`src/rtl/riscv_defs.svh`:
```
// Shared RV32 base opcode encodings (inst[6:0]) used across the core.
`ifndef RISCV_DEFS_SVH
`define RISCV_DEFS_SVH

`define OPCODE_R     7'b0110011
`define OPCODE_I     7'b0010011
`define OPCODE_L     7'b0000011
`define OPCODE_S     7'b0100011
`define OPCODE_B     7'b1100011
`define OPCODE_JALR  7'b1100111
`define OPCODE_JAL   7'b1101111
`define OPCODE_LUI   7'b0110111
`define OPCODE_AUIPC 7'b0010111

`endif

```
`src/rtl/hazard_ctrl_pkg.sv`:
```
// Shared types and helpers for the pipeline hazard controller.
package hazard_ctrl_pkg;

  typedef enum logic {StRun, StMemWait} mem_state_e;

  typedef struct packed {
    logic pc_we;
    logic if_id_we;
    logic if_id_flush;
    logic id_ex_flush;
    logic ex_mem_we;
    logic mem_wb_bubble;
  } pipe_ctrl_t;

  localparam pipe_ctrl_t CtrlAdvance  = 6'b110010;
  localparam pipe_ctrl_t CtrlFreeze   = 6'b000001;
  localparam pipe_ctrl_t CtrlRedirect = 6'b111110;
  localparam pipe_ctrl_t CtrlLoadUse  = 6'b000110;
  localparam pipe_ctrl_t CtrlReset    = 6'b001101;

  // Wait counter is at least 8 bits, wider only if the timeout needs it.
  function automatic int unsigned wait_cnt_w(input int unsigned timeout);
    int unsigned w;
    w = $clog2(timeout + 1);
    return (w > 8) ? w : 8;
  endfunction

endpackage

```
`src/rtl/hazard_ctrl_mem_fsm.sv`:
```
// Data-memory wait tracker: freezes the pipeline while an access is outstanding and
// forces a release after MEM_TIMEOUT freeze cycles.
module hazard_ctrl_mem_fsm
  import hazard_ctrl_pkg::*;
#(
  parameter int unsigned MEM_TIMEOUT = 255
) (
  input  logic clk,
  input  logic rst_n,
  input  logic mem_req,
  input  logic mem_ready,
  output logic freeze,
  output logic timeout_pulse
);

  localparam int unsigned WaitW = wait_cnt_w(MEM_TIMEOUT);

  mem_state_e       state_q, state_d;
  logic [WaitW-1:0] wait_cnt_q, wait_cnt_d;

  always_ff @(posedge clk or negedge rst_n) begin
    if (!rst_n) begin
      state_q    <= StRun;
      wait_cnt_q <= '0;
    end else begin
      state_q    <= state_d;
      wait_cnt_q <= wait_cnt_d;
    end
  end

  always_comb begin
    state_d       = state_q;
    wait_cnt_d    = wait_cnt_q;
    freeze        = 1'b0;
    timeout_pulse = 1'b0;
    case (state_q)
      StRun: begin
        if (mem_req && !mem_ready) begin
          freeze     = 1'b1;
          state_d    = StMemWait;
          wait_cnt_d = WaitW'(1);
        end
      end
      StMemWait: begin
        // A release cycle never re-arms; a new request is seen from RUN next cycle.
        if (mem_ready) begin
          state_d = StRun;
        end else if (wait_cnt_q == WaitW'(MEM_TIMEOUT)) begin
          timeout_pulse = 1'b1;
          state_d       = StRun;
        end else begin
          freeze     = 1'b1;
          wait_cnt_d = wait_cnt_q + WaitW'(1);
        end
      end
      default: state_d = StRun;
    endcase
  end

endmodule

```
`src/rtl/hazard_ctrl.sv`:
```
// Pipeline sequencing controller: load-use stalls, EX redirects and memory-wait freezes,
// plus saturating stall/flush counters.
`include "riscv_defs.svh"

module hazard_ctrl
  import hazard_ctrl_pkg::*;
#(
  parameter int unsigned MEM_TIMEOUT = 255,
  parameter int unsigned CNT_W       = 32
) (
  input  logic             clk,
  input  logic             rst_n,
  input  logic [31:0]      id_inst,
  input  logic             ex_mem_read,
  input  logic [4:0]       ex_rd,
  input  logic             ex_redirect,
  input  logic             mem_req,
  input  logic             mem_ready,
  output logic             pc_we,
  output logic             if_id_we,
  output logic             if_id_flush,
  output logic             id_ex_flush,
  output logic             ex_mem_we,
  output logic             mem_wb_bubble,
  output logic [CNT_W-1:0] stall_cycles,
  output logic [CNT_W-1:0] flush_count,
  output logic             mem_timeout_err
);

  logic       freeze, timeout_pulse;
  logic       use_rs1, use_rs2, load_use, redirect_taken;
  logic [6:0] opcode;
  logic [4:0] rs1, rs2;
  pipe_ctrl_t ctrl;
  logic       unused_inst_bits;

  logic [CNT_W-1:0] stall_q, flush_q;
  logic             err_q;

  assign opcode           = id_inst[6:0];
  assign rs1              = id_inst[19:15];
  assign rs2              = id_inst[24:20];
  assign unused_inst_bits = ^{id_inst[31:25], id_inst[14:7]};

  hazard_ctrl_mem_fsm #(
    .MEM_TIMEOUT (MEM_TIMEOUT)
  ) u_mem_fsm (
    .clk           (clk),
    .rst_n         (rst_n),
    .mem_req       (mem_req),
    .mem_ready     (mem_ready),
    .freeze        (freeze),
    .timeout_pulse (timeout_pulse)
  );

  always_comb begin
    use_rs1 = 1'b0;
    use_rs2 = 1'b0;
    case (opcode)
      `OPCODE_R, `OPCODE_S, `OPCODE_B: begin
        use_rs1 = 1'b1;
        use_rs2 = 1'b1;
      end
      `OPCODE_I, `OPCODE_L, `OPCODE_JALR: use_rs1 = 1'b1;
      default: ;
    endcase
  end

  assign load_use = ex_mem_read && (ex_rd != 5'd0) &&
                    ((use_rs1 && (rs1 == ex_rd)) || (use_rs2 && (rs2 == ex_rd)));

  // Redirect is held off during a freeze; EX keeps presenting it until release.
  assign redirect_taken = rst_n && !freeze && ex_redirect;

  always_comb begin
    ctrl = CtrlAdvance;
    if (!rst_n) begin
      ctrl = CtrlReset;
    end else if (freeze) begin
      ctrl = CtrlFreeze;
    end else if (ex_redirect) begin
      ctrl = CtrlRedirect;
    end else if (load_use) begin
      ctrl = CtrlLoadUse;
    end
  end

  assign pc_we         = ctrl.pc_we;
  assign if_id_we      = ctrl.if_id_we;
  assign if_id_flush   = ctrl.if_id_flush;
  assign id_ex_flush   = ctrl.id_ex_flush;
  assign ex_mem_we     = ctrl.ex_mem_we;
  assign mem_wb_bubble = ctrl.mem_wb_bubble;

  always_ff @(posedge clk or negedge rst_n) begin
    if (!rst_n) begin
      stall_q <= '0;
      flush_q <= '0;
      err_q   <= 1'b0;
    end else begin
      if (!ctrl.pc_we && (stall_q != '1)) stall_q <= stall_q + CNT_W'(1);
      if (redirect_taken && (flush_q != '1)) flush_q <= flush_q + CNT_W'(1);
      if (timeout_pulse) err_q <= 1'b1;
    end
  end

  assign stall_cycles    = stall_q;
  assign flush_count     = flush_q;
  assign mem_timeout_err = err_q;

endmodule

```
`config.mk`:
```
export PLATFORM = sky130hd
export DESIGN_NAME = hazard_ctrl
export DESIGN_NICKNAME = d
export VERILOG_FILES = /design/src/rtl/hazard_ctrl_pkg.sv /design/src/rtl/hazard_ctrl_mem_fsm.sv /design/src/rtl/hazard_ctrl.sv
export VERILOG_INCLUDE_DIRS = /design/src /design/src/rtl
export SDC_FILE = /design/constraint.sdc
export NUM_CORES = 1
export LEC_CHECK = 0
export ABC_AREA = 1
export BUFFER_PORTS_ARGS = -buffer_cell sky130_fd_sc_hd__buf_2
export CORE_MARGIN = 2
export CORE_UTILIZATION = 45
export CTS_CLUSTER_SIZE = 16
export DETAILED_ROUTE_END_ITERATION = 12
export HOLD_SLACK_MARGIN = 0.08
export MAX_ROUTING_LAYER = met4
export PLACE_DENSITY = 0.67
export SLEW_MARGIN = 5
export SYNTH_ARGS = -nofsm -noshare
export SYNTH_HDL_FRONTEND = slang
export SYNTH_HIERARCHICAL = 1
export SYNTH_SLANG_ARGS = --single-unit
```
`constraint.sdc`:
```
create_clock -name clk -period 3.1 [get_ports clk]
set_clock_uncertainty 0.2 [all_clocks]
set_input_delay 0.62 -clock clk [delete_from_list [all_inputs] [get_ports clk]]
set_output_delay 0.62 -clock clk [all_outputs]
set_load 0.005 [all_outputs]
```
# Word level (Yosys, flattened, before mapping)
# Index checks and enable logic that the tools add are counted.
dict set report word_totals {
  output_inout_bits 71
  word_cells 57
  register_bits 74
}
dict set report classes {
  n_mux 17
  bitwise_logic 1
  reduce_logical 17
  n_addsub 3
  eq_ne 14
}
# operator count
set ops {}
lappend ops {{$add 32x1->32 const B} 2}
lappend ops {{$ne 32x32->1 const B} 2}
lappend ops {{$mux 6} 4}
lappend ops {{$mux 8} 3}
lappend ops {{$pmux 8 s2} 1}
lappend ops {{$eq 7x6->1 const B} 2}
lappend ops {{$eq 7x7->1 const B} 2}
lappend ops {{$eq 5x5->1} 2}
lappend ops {{$logic_and 1x1->1} 9}
lappend ops {{$add 8x1->8 const B} 1}
lappend ops {{$eq 8x8->1 const B} 1}
lappend ops {{$mux 1} 8}
lappend ops {{$eq 7x2->1 const B} 1}
lappend ops {{$eq 7x5->1 const B} 1}
lappend ops {{$reduce_or 6->1} 1}
lappend ops {{$reduce_bool 5->1} 1}
lappend ops {{$ne 2x2->1 const B} 2}
lappend ops {{$logic_not 1->1} 3}
lappend ops {{$reduce_and 3->1} 1}
lappend ops {{$reduce_or 3->1} 1}
lappend ops {{$ne 2x1->1 const B} 1}
lappend ops {{$pmux 1 s2} 1}
lappend ops {{$logic_or 1x1->1} 1}
lappend ops {{$not 1->1} 1}

# Logic depth before layout (Yosys ltp)
dict set report depth {
  word_depth 12
  ltp_mapped 15
  ltp_nobuf 14
}

# Hierarchy
# The synthesis kept the hierarchy.
# module cells_each seq_area_each_um2 area_each_um2 instances
set modules_own_cells {}
lappend modules_own_cells {hazard_ctrl 654 1626.6 4376.7 1}
lappend modules_own_cells {hazard_ctrl_mem_fsm 79 225.2 591.8 1}

# Worst setup path after synthesis
# OpenSTA, ideal clock, no wires.
dict set report synth_path {
  path_type {input to output}
  start {input port mem_req}
  end {output port pc_we}
  cell_stages 9
  n_path_buf 2
  t_arrival_ps 1775
  path_slack_ps 505
  required_time_ps 2280
  cell_sequence {o21ai_0 > inv_1 > nand2_8 > inv_4 > nor2_1 > nand2_2 > buf_2 > inv_1 > buf_4}
}
dict set report synth_via {
  elab_chain_len 5
}
# element line
set synth_lines {}
lappend synth_lines {{start, declared} hazard_ctrl.sv:17} ;# input logic mem_req,
lappend synth_lines {{$logic_and 1x1->1} hazard_ctrl_mem_fsm.sv:38} ;# if (mem_req && !mem_ready) begin
lappend synth_lines {{$mux 1} hazard_ctrl_mem_fsm.sv:38}
lappend synth_lines {{$pmux 1 s2} hazard_ctrl_mem_fsm.sv:36} ;# case (state_q)
lappend synth_lines {{net freeze} hazard_ctrl.sv:30} ;# logic freeze, timeout_pulse;
lappend synth_lines {{$mux 6} hazard_ctrl.sv:79} ;# end else if (freeze) begin
lappend synth_lines {{$mux 6} hazard_ctrl.sv:77} ;# if (!rst_n) begin
lappend synth_lines {{end, declared} hazard_ctrl.sv:19} ;# output logic pc_we,
# The timed path passes the listed nets, and every way through them passes these cells.

# Worst setup path in the final report
dict set report layout_path {
  start {register u_mem_fsm.wait_cnt_q[0]}
  end {output port pc_we}
}
dict set report layout_via {
  elab_chain_len 6
}
# element line
set layout_lines {}
lappend layout_lines {{start, declared} hazard_ctrl_mem_fsm.sv:19} ;# logic [WaitW-1:0] wait_cnt_q, wait_cnt_d;
lappend layout_lines {{start signal, assigned} hazard_ctrl_mem_fsm.sv:27} ;# wait_cnt_q <= wait_cnt_d;
lappend layout_lines {{$eq 8x8->1} hazard_ctrl_mem_fsm.sv:48} ;# end else if (wait_cnt_q == WaitW'(MEM_TIMEOUT)) begin
lappend layout_lines {{$mux 1} hazard_ctrl_mem_fsm.sv:48}
lappend layout_lines {{$mux 1} hazard_ctrl_mem_fsm.sv:46} ;# if (mem_ready) begin
lappend layout_lines {{$pmux 1 s2} hazard_ctrl_mem_fsm.sv:36}
lappend layout_lines {{net freeze} hazard_ctrl.sv:30}
lappend layout_lines {{$mux 6} hazard_ctrl.sv:79}
lappend layout_lines {{$mux 6} hazard_ctrl.sv:77}
# The timed path passes the listed nets, and every way through them passes these cells.

==> flow_results.org <==
** STA
- Headroom to the max-slew limit :: 37.7%
- Final Worst Setup Slack :: 0.317 ns
- Counting I/O delays and the setup requirement, the final critical path takes 2.78 ns.
- Pins over their slew limit :: 0
- Min Hold Slack :: 0.277 ns
- At the pin with the least slew margin, the transition time is 0.935 ns.
- Max Clk Rate :: 0.359 GHz
- Finish-stage setup viols :: 0
- Of the available clock period, the critical path in the final layout requires 89.8%.
- Setup repair after global routing missed its margin :: false
- Accumulated negative setup slack :: 0 ns
- Final hold violations :: 0

** Critical path
- Origin of the critical flop-to-flop path :: u_mem_fsm/wait_cnt_q[0]
- STA puts the critical path data required time at 2.28 ns.
- Sort of element at the end of the critical path :: output pin
- Setup slack on the worst reg-to-reg path comes out at 0.49 ns.
- Reg2reg path depth :: 14
- In this design, the stage delay of the slowest critical-path cell is 0.41 ns.
- For this design, the slowest cell found on the critical path is dfrtp_1.
- Start-to-end type of the worst setup path :: reg -> out
- Arrival time at the worst endpoint :: 1.96 ns
- The endpoint identified for the worst register-to-register timing path is flush_count[25].
- In this run the worst path has a maximum fanout of 10.
- The worst setup path is launched from a flip-flop.
- Crit path cell chain :: ha_1 -> nand2_4 -> nor2_4 -> nand2_4 -> nand2_8 -> inv_4 -> nor2_1 -> nand2_2 -> inv_1 -> buf_2
- Counting stages on the worst path, the most repeated cell is nand2_4.

** Min path
- Hold/Removal Path Class :: reg -> reg
- Counting instances, the worst hold path has a depth of 1.
- Beginning of the worst hold path :: mem_timeout_err
- Worst Hold Path EP :: mem_timeout_err

** Power and ir drop
- Combinational logic is responsible for 21.1% of the overall power.
- Power per unit of standard cell area :: 405 nW/µm²
- Switching fraction of total power :: 33.5%
- VDD sags by at most 250 µV.
- Part of the total power dissipated in sequential elements :: 51.2%
- The internal portion of the total power is 1.55 mW.
- Sw power :: 778 µW
- The clock network accounts for 27.7% of the total power.
- Leak Pwr :: 2.99 nW

** Global routing
- In the global route stage, overall resource usage came out at 24.2%.
- Entering global routing, the biggest net connects 75 pins.
- The first global-routing pass estimated 22.3 mm of wire.
- Antenna violations before repair :: 0
- Global-route congestion overflow total :: 0
- The number of global-route vias before repair came to 4781.

** Detailed routing
- Remaining routing DRC violations :: 0
- In the final routed layout, each cell accounts on average for 13.5 µm.
- DR vias :: 4930
- The count of nets left with antenna violations once routing finished came out at 0.
- After detailed routing, the total wire length is 13.2 mm.
- Drt pass-1 iters :: 6
- After detailed routing, the number of vias per cell comes to 5.05.
- The first routing iteration left 229 violations.

** Flow run
- Max-capacitance violation count :: 0

** Floorplanning
- I/O Pins :: 114
- The floorplan step set the die height to 109 µm.
- In this run the standard cell core region covers 10800 µm².
- Effective utilization at floorplan :: 46.0%
- The floorplan step defined a die boundary enclosing 11900 µm².
- Row generation in the floorplan step produced 38 rows.
- From left edge to right edge, the die measures 109 µm.

** Placed design
- Buffers on Ports :: 98
- Summing all placed instances gives a cell area of 5590 µm².
- Timing analysis after detailed placement gives a worst setup slack of 0.381 ns.
- Detail Placement HPWL :: 10.1 mm
- Routability Congestion :: 0.973

** Synth
- Number of synthesis warnings :: 6
- Post-synthesis net count :: 779
- Sequential elements use 37.3% of the synthesized area.
- Counting flops and latches in the post-synthesis netlist gives 74.
- The synthesized netlist contains 33 unique library cells.
- Mean instance size in the synthesized netlist :: 6.78 µm²
- Cells after Synth :: 733
- The mapped netlist covers 4970 µm².

** Clock tree
- Post-CTS setup buffer count :: 0
- After clock tree synthesis, the clock-pin slew on the worst setup and hold paths is 0.07 ns.
- The later pin in the worst-skew pair is clocked with a latency of 0.35 ns.
- The H-tree was split into 3 levels.
- Number of buffers between clock root and the deepest sink :: 2
- TritonCTS clock tree :: yes
- The tree is rooted in a clkbuf_8.
- Hold repair after CTS inserted 0 buffers.
- After clock tree synthesis, the repair step resized 0 gates.
- Total clock buffers created by CTS :: 9
- The tree built by TritonCTS fans out to 74 sinks.

** Finish
- Counting the fill cells in the layout gives 1074.
- Of the cells placed in the final design, the portion with a size suffix greater than 1 is 16.9%.
- Relative to the synthesized area, the layout overhead comes to 15.5%.
- Cell area after layout :: 5740 µm²
- Area of all sequential standard cells :: 1850 µm²
- The number of antenna diodes in the final layout is 0.
- The net count of the finished layout is 878.
- The multi-input combinational cells in the finished layout cover a total of 2750 µm².
- Once layout is complete, the utilization of the core stands at 53.2%.

** Outcome
- Outcome :: finished, final reports clean
routing by layer:
| layer | track usage [%] | up-vias | routed length, µm |
|---|---|---|---|
| met4 | 9.34 | 0 | 384 |
| li1 | - | 2487 | - |
| met3 | 3.89 | 32 | 575 |
| met1 | 29.9 | 2280 | 5880 |
| met5 | - | - | 0 |
| met2 | 39.7 | 131 | 6380 |
synthesized netlist by cell type:
master,instances,area (µm²)
buf_2,10,50.1
o21ai_0,12,60.1
nor2_2,2,12.5
nand4_1,9,56.3
clkbuf_1,1,3.75
ha_1,3,37.5
inv_2,2,7.51
inv_4,1,6.26
nand2_1,279,1050
xor2_1,39,342
buf_1,2,7.51
xnor2_1,13,114
nor3b_1,1,7.51
nor3_1,33,165
nand2_8,1,20.0
nand3_2,3,30.0
o21ai_1,10,50.1
nor2_4,1,11.3
nor2_1,84,315
buf_6,3,33.8
nor3_2,1,10.0
dfrtp_1,74,1850
nand3_1,57,285
inv_1,67,251
or2_2,2,12.5
nand3b_1,9,67.6
o21ai_2,3,26.3
o21bai_1,1,7.51
nand2_4,3,33.8
a21o_2,1,8.76
buf_4,1,7.51
nand2_2,3,18.8
a21oi_1,2,10.0
metrics by stage:
stage                     power (mW)  cells
after global placement          1.68    961
after CTS                       2.35    976
after floorplan                 1.48    733
after detailed placement        1.70    961
after global routing            2.47    976
final                           2.32    976
how the worst max path moves through the flow:
stage,from,to,slack [ns],depth (start not counted)
floorplan,mem_req,pc_we,0.50,9
detailed placement,mem_req,flush_count[25],0.38,13
global placement,mem_req,flush_count[24],0.46,13
global route,u_mem_fsm/wait_cnt_q[0],if_id_we,0.09,10
CTS,u_mem_fsm/wait_cnt_q[0],pc_we,0.25,10
finish,u_mem_fsm/wait_cnt_q[0],pc_we,0.32,10
state kept, by name, summed over array words and instances (netlist names):
register / flops
stall_cycles: 32
mem_timeout_err: 1
u_mem_fsm/wait_cnt_q: 8
u_mem_fsm/state_q: 1
flush_count: 32
final cells by class:
type	count	area share, %
clock buffers	11	2.29
clock inverters	4	0.349
inverters	70	4.62
multi-input cells	572	47.9
flip-flops and latches	74	32.3
well taps	140	3.05
repair buffers	105	9.51
cells in the final DEF (no fill, tap or decap), types with 2 or more instances in the layout:
master	n
inv_2	2
buf_4	8
nand2_4	3
o21ai_1	10
o21ai_0	12
nand3b_1	9
buf_2	97
nand2_1	279
ha_1	3
inv_1	67
nor2_2	2
nand3_2	3
dfrtp_1	74
clkbuf_8	9
nand2_2	3
clkinv_2	4
clkbuf_1	2
or2_2	2
nor3_1	33
o21ai_2	3
nand3_1	57
a21oi_1	2
nand4_1	9
xnor2_1	13
nor2_1	84
xor2_1	39
worst max-delay path, delay by kind of cell (launching register included):
family	cells	cell delay (ns)
flops	1	0.41
buf+inv	3	0.23
simple gates	6	0.73
fa+ha+maj	1	0.23
logic make-up after synthesis:
kind of cell | count (synthesis) | share of synthesized area (%)
AND/OR/NAND/NOR | 488 | 42.1
buffers and inverters | 87 | 7.40
flip-flops | 74 | 37.3
XOR/XNOR | 52 | 9.17
AO/OA/AOI/OAI | 29 | 3.27
adder cells (fa/ha/maj) | 3 | 0.756
power groups by stage:
stage	logic (mW)	registers, mW	clock network, mW
floorplan	0.294	1.18	0
global placement	0.481	1.20	0
detailed placement	0.498	1.20	0
CTS	0.498	1.19	0.669
global route	0.560	1.21	0.708
finish	0.491	1.19	0.643
No activity file was read; power rests on OpenSTA's default activity.
